[src/rtl/axi_rom_burst_slave_if.sv]
// AXI4 read-address and read-data channel bundle for the ROM burst slave.
// A transfer on either channel happens on a rising edge where VALID and READY are both 1; VALID never waits for READY, and payload is held while VALID=1 and READY=0.
interface axi_rom_burst_slave_if #(
    parameter int ID_W   = 8,
    parameter int ADDR_W = 32,
    parameter int DATA_W = 32,
    parameter int LEN_W  = 4
);
    logic [ID_W-1:0]   ARID_S;
    logic [ADDR_W-1:0] ARADDR_S;
    logic [LEN_W-1:0]  ARLEN_S;
    logic [2:0]        ARSIZE_S;
    logic [1:0]        ARBURST_S;
    logic              ARVALID_S;
    logic              ARREADY_S;
    logic [ID_W-1:0]   RID_S;
    logic [DATA_W-1:0] RDATA_S;
    logic [1:0]        RRESP_S;
    logic              RLAST_S;
    logic              RVALID_S;
    logic              RREADY_S;

    modport master (
        output ARID_S, ARADDR_S, ARLEN_S, ARSIZE_S, ARBURST_S, ARVALID_S, RREADY_S,
        input  ARREADY_S, RID_S, RDATA_S, RRESP_S, RLAST_S, RVALID_S
    );

    modport slave (
        input  ARID_S, ARADDR_S, ARLEN_S, ARSIZE_S, ARBURST_S, ARVALID_S, RREADY_S,
        output ARREADY_S, RID_S, RDATA_S, RRESP_S, RLAST_S, RVALID_S
    );
endinterface

[src/rtl/axi_rom_burst_slave.sv]
// AXI4 read-only burst slave in front of a synchronous ROM with one cycle of read latency.
// Handles INCR/FIXED/WRAP bursts at one beat per cycle and answers illegal requests with SLVERR.
module axi_rom_burst_slave #(
    parameter int ID_W   = 8,
    parameter int ADDR_W = 32,
    parameter int DATA_W = 32,
    parameter int ROM_AW = 12,
    parameter int LEN_W  = 4
) (
    input  logic                  ACLK,
    input  logic                  ARESET,
    axi_rom_burst_slave_if.slave  axi,
    input  logic [DATA_W-1:0]     DO,
    output logic                  OE,
    output logic                  CS,
    output logic [ROM_AW-1:0]     A,
    output logic [1:0]            dbg_state_o
);
    localparam int OFF = $clog2(DATA_W / 8);

    typedef enum logic [1:0] {IDLE, FETCH, DATA, ERR} state_e;

    state_e            state_q;
    logic              arready_q;
    logic [ID_W-1:0]   rid_q;
    logic [ROM_AW-1:0] word_q;
    logic [LEN_W-1:0]  cnt_q;
    logic [LEN_W-1:0]  len_q;
    logic [1:0]        burst_q;
    logic [DATA_W-1:0] rdata_q;
    logic              fresh_q;
    logic [1:0]        rresp_q;
    logic              rlast_q;
    logic              rvalid_q;

    logic              ar_hs;
    logic              r_hs;
    logic              ar_legal;
    logic              wrap_len_ok;
    logic [ROM_AW-1:0] ar_word;
    logic [ROM_AW-1:0] wrap_mask;
    logic [ROM_AW-1:0] next_word;
    logic [ROM_AW-1:0] rom_a_d;
    logic              rom_oe_d;
    logic              unused_addr_bits;

    assign ar_hs   = arready_q & axi.ARVALID_S;
    assign r_hs    = rvalid_q & axi.RREADY_S;
    assign ar_word = axi.ARADDR_S[ROM_AW+OFF-1:OFF];
    assign unused_addr_bits = ^{axi.ARADDR_S[ADDR_W-1:ROM_AW+OFF], axi.ARADDR_S[OFF-1:0]};

    // WRAP length must be 2, 4, 8 or 16 beats: ARLEN nonzero and ARLEN+1 a power of two.
    assign wrap_len_ok = (axi.ARLEN_S != '0) &&
                         ((axi.ARLEN_S & (axi.ARLEN_S + LEN_W'(1))) == '0);
    assign ar_legal = (axi.ARSIZE_S == 3'(OFF)) && (axi.ARBURST_S != 2'b11) &&
                      ((axi.ARBURST_S != 2'b10) || wrap_len_ok);

    assign wrap_mask = ROM_AW'(len_q);

    always_comb begin
        next_word = word_q + ROM_AW'(1);
        case (burst_q)
            2'b00:   next_word = word_q;
            2'b10:   next_word = (word_q & ~wrap_mask) | ((word_q + ROM_AW'(1)) & wrap_mask);
            default: next_word = word_q + ROM_AW'(1);
        endcase
    end

    // The next fetch is issued in the same cycle as the accepted beat so the ROM keeps one beat per cycle.
    always_comb begin
        rom_oe_d = 1'b0;
        rom_a_d  = '0;
        if (state_q == FETCH) begin
            rom_oe_d = 1'b1;
            rom_a_d  = word_q;
        end else if ((state_q == DATA) && r_hs && !rlast_q) begin
            rom_oe_d = 1'b1;
            rom_a_d  = next_word;
        end
    end

    always_ff @(posedge ACLK or posedge ARESET) begin
        if (ARESET) begin
            state_q   <= IDLE;
            arready_q <= 1'b0;
            rid_q     <= '0;
            word_q    <= '0;
            cnt_q     <= '0;
            len_q     <= '0;
            burst_q   <= '0;
            rdata_q   <= '0;
            fresh_q   <= 1'b0;
            rresp_q   <= '0;
            rlast_q   <= 1'b0;
            rvalid_q  <= 1'b0;
        end else begin
            case (state_q)
                IDLE: begin
                    arready_q <= 1'b1;
                    fresh_q   <= 1'b0;
                    if (ar_hs) begin
                        arready_q <= 1'b0;
                        rid_q     <= axi.ARID_S;
                        word_q    <= ar_word;
                        cnt_q     <= axi.ARLEN_S;
                        len_q     <= axi.ARLEN_S;
                        burst_q   <= axi.ARBURST_S;
                        if (ar_legal) begin
                            state_q <= FETCH;
                        end else begin
                            state_q  <= ERR;
                            rvalid_q <= 1'b1;
                            rresp_q  <= 2'b10;
                            rdata_q  <= '0;
                            rlast_q  <= (axi.ARLEN_S == '0);
                        end
                    end
                end
                FETCH: begin
                    fresh_q  <= 1'b1;
                    rvalid_q <= 1'b1;
                    rresp_q  <= 2'b00;
                    rlast_q  <= (cnt_q == '0);
                    state_q  <= DATA;
                end
                DATA: begin
                    // DO is only guaranteed for the cycle after a fetch; keep a copy for stalls.
                    fresh_q <= 1'b0;
                    if (fresh_q) rdata_q <= DO;
                    if (r_hs) begin
                        if (rlast_q) begin
                            rvalid_q  <= 1'b0;
                            rlast_q   <= 1'b0;
                            arready_q <= 1'b1;
                            state_q   <= IDLE;
                        end else begin
                            word_q  <= next_word;
                            cnt_q   <= cnt_q - LEN_W'(1);
                            rlast_q <= (cnt_q == LEN_W'(1));
                            fresh_q <= 1'b1;
                        end
                    end
                end
                ERR: begin
                    if (r_hs) begin
                        if (rlast_q) begin
                            rvalid_q  <= 1'b0;
                            rlast_q   <= 1'b0;
                            rresp_q   <= 2'b00;
                            arready_q <= 1'b1;
                            state_q   <= IDLE;
                        end else begin
                            cnt_q   <= cnt_q - LEN_W'(1);
                            rlast_q <= (cnt_q == LEN_W'(1));
                        end
                    end
                end
                default: state_q <= IDLE;
            endcase
        end
    end

    assign axi.ARREADY_S = arready_q;
    assign axi.RID_S     = rid_q;
    assign axi.RDATA_S   = fresh_q ? DO : rdata_q;
    assign axi.RRESP_S   = rresp_q;
    assign axi.RLAST_S   = rlast_q;
    assign axi.RVALID_S  = rvalid_q;
    assign OE            = rom_oe_d;
    assign CS            = rom_oe_d;
    assign A             = rom_a_d;
    assign dbg_state_o   = state_q;
endmodule

[src/flat_wrapper.sv]
// flat-port wrapper written by rule: the top's interface ports become plain ports
module axi_rom_burst_slave_flat 
#(
    parameter int ID_W   = 8,
    parameter int ADDR_W = 32,
    parameter int DATA_W = 32,
    parameter int ROM_AW = 12,
    parameter int LEN_W  = 4
)
  (ACLK, ARESET, DO, OE, CS, A, dbg_state_o, axi_ARID_S, axi_ARADDR_S, axi_ARLEN_S, axi_ARSIZE_S, axi_ARBURST_S, axi_ARVALID_S, axi_RREADY_S, axi_ARREADY_S, axi_RID_S, axi_RDATA_S, axi_RRESP_S, axi_RLAST_S, axi_RVALID_S);
  axi_rom_burst_slave_if #(.ID_W(ID_W), .ADDR_W(ADDR_W), .DATA_W(DATA_W), .LEN_W(LEN_W)) axi_i ();
  input  logic ACLK;
  input  logic ARESET;
  input  logic [DATA_W-1:0] DO;
  output logic OE;
  output logic CS;
  output logic [ROM_AW-1:0] A;
  output logic [1:0] dbg_state_o;
  input wire logic [$bits(axi_i.ARID_S)-1:0] axi_ARID_S;
  input wire logic [$bits(axi_i.ARADDR_S)-1:0] axi_ARADDR_S;
  input wire logic [$bits(axi_i.ARLEN_S)-1:0] axi_ARLEN_S;
  input wire logic [$bits(axi_i.ARSIZE_S)-1:0] axi_ARSIZE_S;
  input wire logic [$bits(axi_i.ARBURST_S)-1:0] axi_ARBURST_S;
  input wire logic [$bits(axi_i.ARVALID_S)-1:0] axi_ARVALID_S;
  input wire logic [$bits(axi_i.RREADY_S)-1:0] axi_RREADY_S;
  output wire logic [$bits(axi_i.ARREADY_S)-1:0] axi_ARREADY_S;
  output wire logic [$bits(axi_i.RID_S)-1:0] axi_RID_S;
  output wire logic [$bits(axi_i.RDATA_S)-1:0] axi_RDATA_S;
  output wire logic [$bits(axi_i.RRESP_S)-1:0] axi_RRESP_S;
  output wire logic [$bits(axi_i.RLAST_S)-1:0] axi_RLAST_S;
  output wire logic [$bits(axi_i.RVALID_S)-1:0] axi_RVALID_S;
  assign axi_i.ARID_S = axi_ARID_S;
  assign axi_i.ARADDR_S = axi_ARADDR_S;
  assign axi_i.ARLEN_S = axi_ARLEN_S;
  assign axi_i.ARSIZE_S = axi_ARSIZE_S;
  assign axi_i.ARBURST_S = axi_ARBURST_S;
  assign axi_i.ARVALID_S = axi_ARVALID_S;
  assign axi_i.RREADY_S = axi_RREADY_S;
  assign axi_ARREADY_S = axi_i.ARREADY_S;
  assign axi_RID_S = axi_i.RID_S;
  assign axi_RDATA_S = axi_i.RDATA_S;
  assign axi_RRESP_S = axi_i.RRESP_S;
  assign axi_RLAST_S = axi_i.RLAST_S;
  assign axi_RVALID_S = axi_i.RVALID_S;
  axi_rom_burst_slave #(.ID_W(ID_W), .ADDR_W(ADDR_W), .DATA_W(DATA_W), .ROM_AW(ROM_AW), .LEN_W(LEN_W)) u_core (.ACLK(ACLK), .ARESET(ARESET), .axi(axi_i), .DO(DO), .OE(OE), .CS(CS), .A(A), .dbg_state_o(dbg_state_o));
endmodule
[config.mk]
export PLATFORM = sky130hd
export DESIGN_NAME = axi_rom_burst_slave_flat
export DESIGN_NICKNAME = d
export VERILOG_FILES = /design/src/rtl/axi_rom_burst_slave_if.sv /design/src/rtl/axi_rom_burst_slave.sv /design/src/flat_wrapper.sv
export SDC_FILE = /design/constraint.sdc
export NUM_CORES = 1
export LEC_CHECK = 0
export ABC_AREA = 1
export ABC_CLOCK_PERIOD_IN_PS = 3200
export CAP_MARGIN = 10
export CORE_ASPECT_RATIO = 0.9
export CORE_UTILIZATION = 45
export DETAILED_ROUTE_END_ITERATION = 7
export GPL_TIMING_DRIVEN = 0
export PLACE_DENSITY = 0.88
export SYNTH_ARGS = -nofsm -noshare
export SYNTH_HDL_FRONTEND = slang
export SYNTH_SLANG_ARGS = --single-unit
[constraint.sdc]
create_clock -name ACLK -period 3.2 [get_ports ACLK]
set_input_delay 0.8 -clock ACLK [delete_from_list [all_inputs] [get_ports ACLK]]
set_output_delay 0.8 -clock ACLK [all_outputs]
set_load 0.03 [all_outputs]
==> results of run 1 <==
worst min-delay path by stage:
stage	slack, ns	start	depth (start not counted)	to
final	0.48	u_core.axi.RRESP_S[1]$_DFFE_PP0P_	2	u_core.axi.RRESP_S[1]$_DFFE_PP0P_
after global routing	0.50	u_core.axi.RRESP_S[1]$_DFFE_PP0P_	2	u_core.axi.RRESP_S[1]$_DFFE_PP0P_
after CTS	0.48	u_core.axi.RRESP_S[1]$_DFFE_PP0P_	2	u_core.axi.RRESP_S[1]$_DFFE_PP0P_
after detailed placement	0.46	u_core.axi.RRESP_S[1]$_DFFE_PP0P_	2	u_core.axi.RRESP_S[1]$_DFFE_PP0P_
after global placement	0.46	u_core.axi.RRESP_S[1]$_DFFE_PP0P_	2	u_core.axi.RRESP_S[1]$_DFFE_PP0P_
after floorplan	0.45	u_core.len_q[0]$_DFFE_PP0P_	2	u_core.len_q[0]$_DFFE_PP0P_
metal layers:
layer | share of wire | track usage | vias to the layer above
li1 | - | - | 2117
met1 | 0.45 | 0.3243 | 1974
met2 | 0.47 | 0.4027 | 161
met3 | 0.063 | 0.03811 | 17
met4 | 0.015 | 0.08810 | 0
met5 | 0 | 0 | -
logic make-up (layout without fill, tap and decap cells):
group / Yosys count / count (layout)
buf+inv: 72 / 212
flops: 69 / 69
mux: 8 / 8
compound gates: 79 / 79
fa+ha+maj: 9 / 9
other cells: 1 / 1
simple gates: 345 / 345
xor+xnor: 4 / 4
area by class of cell:
type / count / area (sq um)
Clock buffer: 12 / 155.1
Clock inverter: 4 / 70.07
Fill cell: 761 / 2987
Buffer: 26 / 136.4
Inverter: 46 / 177.7
Tap cell: 119 / 148.9
Timing Repair Buffer: 124 / 1210
Sequential cell: 69 / 1727
Multi-Input combinational cell: 446 / 2037
layout by cell type, fill, tap and decap left out, types with 2 or more instances in the layout:
| master | count |
|---|---|
| nand2_1 | 269 |
| clkbuf_8 | 11 |
| clkdlybuf4s15_2 | 3 |
| dlygate4sd2_1 | 4 |
| nor2_2 | 2 |
| clkbuf_1 | 11 |
| nand2_2 | 2 |
| nand3_1 | 19 |
| o21ai_2 | 3 |
| a21oi_1 | 6 |
| inv_1 | 43 |
| ha_1 | 8 |
| xor2_1 | 3 |
| nor2_1 | 43 |
| bufinv_16 | 2 |
| o21ai_1 | 12 |
| o21ai_0 | 48 |
| nand4_1 | 5 |
| clkinv_2 | 2 |
| a31oi_1 | 2 |
| buf_2 | 15 |
| mux2_2 | 8 |
| inv_4 | 2 |
| clkdlybuf4s50_1 | 110 |
| buf_4 | 5 |
| dfrtp_1 | 69 |
| o22ai_1 | 8 |
worst max-delay path: stages:
cell	delay, ns
clkdlybuf4s50_1	0.49
nand2_1	0.12
nor2_4	0.17
nand3_4	0.15
inv_2	0.15
nand2_1	0.07
o21ai_0	0.11
buf_2	0.25
flip-flops by register name, indices dropped and copies added, names as in the netlist:
name	flops
u_core.axi.RID_S	8
u_core.rdata_q	32
u_core.axi.RLAST_S	1
u_core.len_q	4
u_core.fresh_q	1
u_core.axi.ARREADY_S	1
u_core.word_q	12
u_core.cnt_q	4
u_core.axi.RRESP_S	1
u_core.axi.RVALID_S	1
u_core.dbg_state_o	2
u_core.burst_q	2
repair_timing:
| item | in CTS | in global routing |
|---|---|---|
| gates cloned | 0 | 0 |
| resized for setup | 46 | 10 |
| hold endpoints to repair | 0 | 0 |
| hold buffers | 0 | 0 |
| pin swaps | 1 | 0 |
| endpoints found under the setup margin | 14 | 13 |
power by group:
group          internal [mW]  switching (mW)
sequential             0.872               0
clock                  0.479           0.323
combinational          0.116           0.106
per-stage QoR:
| step | worst slack (ns) | hold WS [ns] |
|---|---|---|
| 6_report | 0.06811 | 0.4797 |
| 3_3_place_gp | -0.6824 | 0.4625 |
| 5_1_grt | 0.004105 | 0.5043 |
| 4_1_cts | 0.001710 | 0.4798 |
| 2_1_floorplan | 0.2024 | 0.4533 |
| 3_5_place_dp | -0.7079 | 0.4632 |
==> flow_metrics.tcl, run 1 <==
set metrics [dict create \
    drv_slew 0 \
    grt_pass1_vias 4002 \
    synth_fp_nets 681 \
    cts_tree "built" \
    grt_pass1_wl_microns 18150 \
    fin_crit_ns 3.132 \
    synth_seq_cells 69 \
    ios 146 \
    cp.arrival_ns 2.33 \
    dr.first_iter.drc_count 221 \
    num_rows 32 \
    synth_top_area_frac 0.4265 \
    synth_warnings 0 \
    antenna_found_initial 0 \
    syn_area_per_cell_sq_um 6.898 \
    powerDensity_mw_per_mm2 334.8 \
    totalWireLength_microns 10880 \
    synth_most_common_cell "nand2_1" \
    die-width_microns 102.0 \
    dp_cells 830 \
    maxSlewHeadroom 0.4314 \
    start_kind "primary input" \
    r2r_cells 9 \
    diodes 0 \
    hp-class "reg2reg" \
    firstDrtPassIters 5 \
    ys_seq_area_frac 0.4265 \
    yosysTopAreaCell "dfrtp_1" \
    synth_compound_area_frac 0.1026 \
    gp_congestion 0.8837 \
    port_buffers 124 \
    ys_async_sr_fraction 1.000 \
    hpwl_microns 8073 \
    start_util 0.4682 \
    synth_cell_types 27 \
    instances_no_fill 846 \
    grt_overflow 0 \
    htree_levels 3 \
    crit_type "in2out" \
    ir_drop_mv 0.1843 \
    drt-wirelength-per-cell_microns 12.85 \
    r2r_end "u_core.rdata_q[19]$_DFFE_PP0P_" \
    cts_root_buf "clkbuf_8" \
    vias_per_cell 5.046 \
    crit_path_end "A[10]" \
    via_count 4269 \
    synth_xor_area_frac 0.008653 \
    synth_top_family_by_area "simple AND/OR/NAND/NOR gates" \
    fmax_mhz 319.3 \
    rsz0062_at_grt "false" \
    timing.rr.start "u_core.dbg_state_o[0]$_DFFE_PP0P_" \
    synth.top_cells.by_area "dfrtp_1 43%, nand2_1 25%, o21ai_0 6.1%" \
    clock_skew_ns 0.008473 \
    fin_tns_setup_ns 0 \
    finalInstanceArea_sq_mm 0.005662 \
    dieArea_sq_mm 0.009381 \
    r2r_slack_ns 1.30 \
    clk_pin_slew_ns 0.07 \
    power_mw 1.896 \
    hold_viol 0 \
    synth_commonest_cells "269 x nand2_1, 69 x dfrtp_1, 49 x o21ai_0" \
    area_growth_pct 39.83 \
    critPathRequiredTime_ns 2.40 \
    p_leak_nw 2.739 \
    synth-simple-area-share 0.3344 \
    synth_area_sq_mm 0.004049 \
    placed_cell_area_sq_mm 0.005441 \
    grt_max_degree 70 \
    clk_path_buf_depth 2 \
    maxCapViolations 0 \
    gr-usage-all-layers 0.2446 \
    synth_mux_area_frac 0.02225 \
    cp-end-kind "output pin" \
    synth_ff_type "dfrtp_1" \
    drive_above_1_share 0.08666 \
    core_area_sq_mm 0.008648 \
    finalCritPeriodShare 0.9787 \
    route.detailed.drc 0 \
    fp.dieH_microns 91.99 \
    final_util 0.6547 \
    synthesis.instances 587 \
    cts.sinks 69 \
    tightest_slew_ns 0.8529 \
    clk_latency_ns 0.34 \
    cts_setup_buffers 0 \
    outcome "finished, final reports clean" \
    setup_viol 0 \
    antenna_left 0 \
    synth_adder_area_share 0.02781 \
    synth-edff-count 0 \
    crit_path_start "axi_RREADY_S" \
    nNetsFinal 816 \
    cp_max_fo 7 \
    cts_made_buffers 9 \
]
No activity file was read; power rests on OpenSTA's default activity.
==> run 2: changes to the inputs <==
--- a/config.mk
+++ b/config.mk
@@ -7,9 +7,9 @@
 export LEC_CHECK = 0
 export ABC_AREA = 1
 export ABC_CLOCK_PERIOD_IN_PS = 3200
-export CAP_MARGIN = 10
 export CORE_ASPECT_RATIO = 0.9
 export CORE_UTILIZATION = 45
+export CTS_BUF_LIST = sky130_fd_sc_hd__clkbuf_16
 export DETAILED_ROUTE_END_ITERATION = 7
 export GPL_TIMING_DRIVEN = 0
 export PLACE_DENSITY = 0.88
==> run 2 against run 1 <==
Final cell count unchanged. Core utilization grew 0.81 points. Non-clock buffer count did not move.
==> flow_metrics.tcl, run 2 (same netlist as run 1, synthesis figures left out) <==
set metrics [dict create \
    outcome "finished, final reports clean" \
    cp-end-kind "output pin" \
    cts_setup_buffers 0 \
    cts_tree "built" \
    start_util 0.4682 \
    core_area_sq_mm 0.008648 \
    route.met2.wl_microns 5204 \
    firstDrtPassIters 6 \
    fin_crit_ns 3.099 \
    cts_made_buffers 9 \
    grt_pass1_vias 4034 \
    via_count 4307 \
    hold_viol 0 \
    grt_overflow 0 \
    num_rows 32 \
    htree_levels 3 \
    start_kind "primary input" \
    largest_register_ffs 32 \
    gp_congestion 0.8837 \
    final_cell_mix "269 x nand2_1, 110 x clkdlybuf4s50_1, 69 x dfrtp_1, 48 x o21ai_0, 44 x inv_1" \
    antenna_left 0 \
    cts.sinks 69 \
    register_area_sq_mm 0.001727 \
    gr-usage-all-layers 0.2493 \
    nNetsFinal 816 \
    fp.dieH_microns 91.99 \
    hpwl_microns 8073 \
    drt-wirelength-per-cell_microns 13.05 \
    clk_pin_slew_ns 0.06 \
    fin_ws_ns 0.1006 \
    pre_cts_slack_ns -0.7079 \
    clk_latency_ns 0.33 \
    fill_cells 743 \
    crit_type "in2out" \
    powerDensity_mw_per_mm2 369.9 \
    setup_viol 0 \
    multi_input_area_sq_mm 0.002034 \
    maxCapViolations 0 \
    tightest_slew_ns 0.8600 \
    power_mw 2.120 \
    clk_path_buf_depth 2 \
    grt_pass1_wl_microns 18420 \
    fmax_mhz 322.6 \
    top_register "u_core.rdata_q" \
    ir_drop_mv 0.2412 \
    hp-class "reg2reg" \
    finalCritPeriodShare 0.9686 \
    route.detailed.drc 0 \
    met1_length_microns 4776 \
    drv_slew 0 \
    cp_max_fo 7 \
    die-width_microns 102.0 \
    vias_per_cell 5.091 \
    rsz0062_at_grt "false" \
    wl_met3_microns 839 \
    cp.arrival_ns 2.30 \
    ios 146 \
    port_buffers 124 \
    critPathRequiredTime_ns 2.40 \
    dieArea_sq_mm 0.009381 \
    antenna_found_initial 0 \
    fin_tns_setup_ns 0 \
    drive_above_1_share 0.08528 \
    totalWireLength_microns 11040 \
    hold-worst-slack_ns 0.4734 \
    top_layer "met4" \
    r2r_slack_ns 1.33 \
    dr.first_iter.drc_count 195 \
    layout_commonest_cell "nand2_1" \
    area_growth_pct 41.56 \
    maxSlewHeadroom 0.4267 \
    cts_root_buf "clkbuf_16" \
    final_util 0.6628 \
    diodes 0 \
    grt_max_degree 70 \
    p_leak_nw 2.773 \
    clock_skew_ns 0.004305 \
]
[run 2: layer usage]
| layer | global-route usage | up-vias |
|---|---|---|
| met1 | 0.3248 | 1990 |
| met4 | 0.09524 | 0 |
| met2 | 0.4055 | 178 |
| met3 | 0.05107 | 24 |
| met5 | 0 | - |
| li1 | - | 2115 |
[run 2: metrics by stage]
stage / std cells / cell area [sq um]
final: 846 / 5732
after global routing: 846 / 5732
after CTS: 846 / 5727
after detailed placement: 830 / 5441
after global placement: 830 / 5439
after floorplan: 587 / 4049
[run 2: timing repair]
action | CTS | global route
gates cloned | 0 | 0
setup endpoints to repair | 14 | 14
resized for setup | 49 | 12
hold buffers | 0 | 0
pin swaps | 1 | 0
hold endpoints to repair | 0 | 0
[run 2: path summary, 6_finish.rpt]
path | from | cells past startpoint | to
max in group asynchronous | ARESET | 2 | u_core.burst_q[1]$_DFFE_PP0P_
min reg2reg | u_core.axi.RRESP_S[1]$_DFFE_PP0P_ | 2 | u_core.axi.RRESP_S[1]$_DFFE_PP0P_
min | u_core.axi.RRESP_S[1]$_DFFE_PP0P_ | 2 | u_core.axi.RRESP_S[1]$_DFFE_PP0P_
max | axi_RREADY_S | 8 | A[6]
max reg2reg | u_core.dbg_state_o[0]$_DFFE_PP0P_ | 9 | u_core.rdata_q[19]$_DFFE_PP0P_
min in group asynchronous | ARESET | 2 | u_core.rdata_q[14]$_DFFE_PP0P_
[run 2: layout make-up]
class / count / area share
Multi-Input combinational cell: 446 / 0.3549
Clock inverter: 7 / 0.01419
Buffer: 26 / 0.02379
Sequential cell: 69 / 0.3012
Timing Repair Buffer: 124 / 0.2096
Tap cell: 119 / 0.02598
Inverter: 46 / 0.03100
Clock buffer: 9 / 0.03929
[run 2: report_power, final]
| group | total (mW) | internal, mW | switching (mW) |
|---|---|---|---|
| sequential | 0.873 | 0.873 | 0 |
| combinational | 0.221 | 0.116 | 0.106 |
| clock | 1.03 | 0.670 | 0.355 |
| total | 2.12 | 1.66 | 0.461 |
[run 2: worst max-delay path: stages]
cell and delay, ns:
clkdlybuf4s50_1 0.49, nand2_1 0.12, nor2_4 0.16, nand3_4 0.15, inv_2 0.15, nand2_1 0.07
nand2_1 0.06, clkdlybuf4s15_2 0.29
==> run 3: changes to the inputs <==
--- a/config.mk
+++ b/config.mk
@@ -10,6 +10,7 @@
 export CORE_ASPECT_RATIO = 0.9
 export CORE_UTILIZATION = 45
 export CTS_BUF_LIST = sky130_fd_sc_hd__clkbuf_16
+export CTS_CLUSTER_DIAMETER = 100
 export DETAILED_ROUTE_END_ITERATION = 7
 export GPL_TIMING_DRIVEN = 0
 export PLACE_DENSITY = 0.88
==> results of run 3 <==
The final DEF is identical to that of run 2; final timing and power are the same.
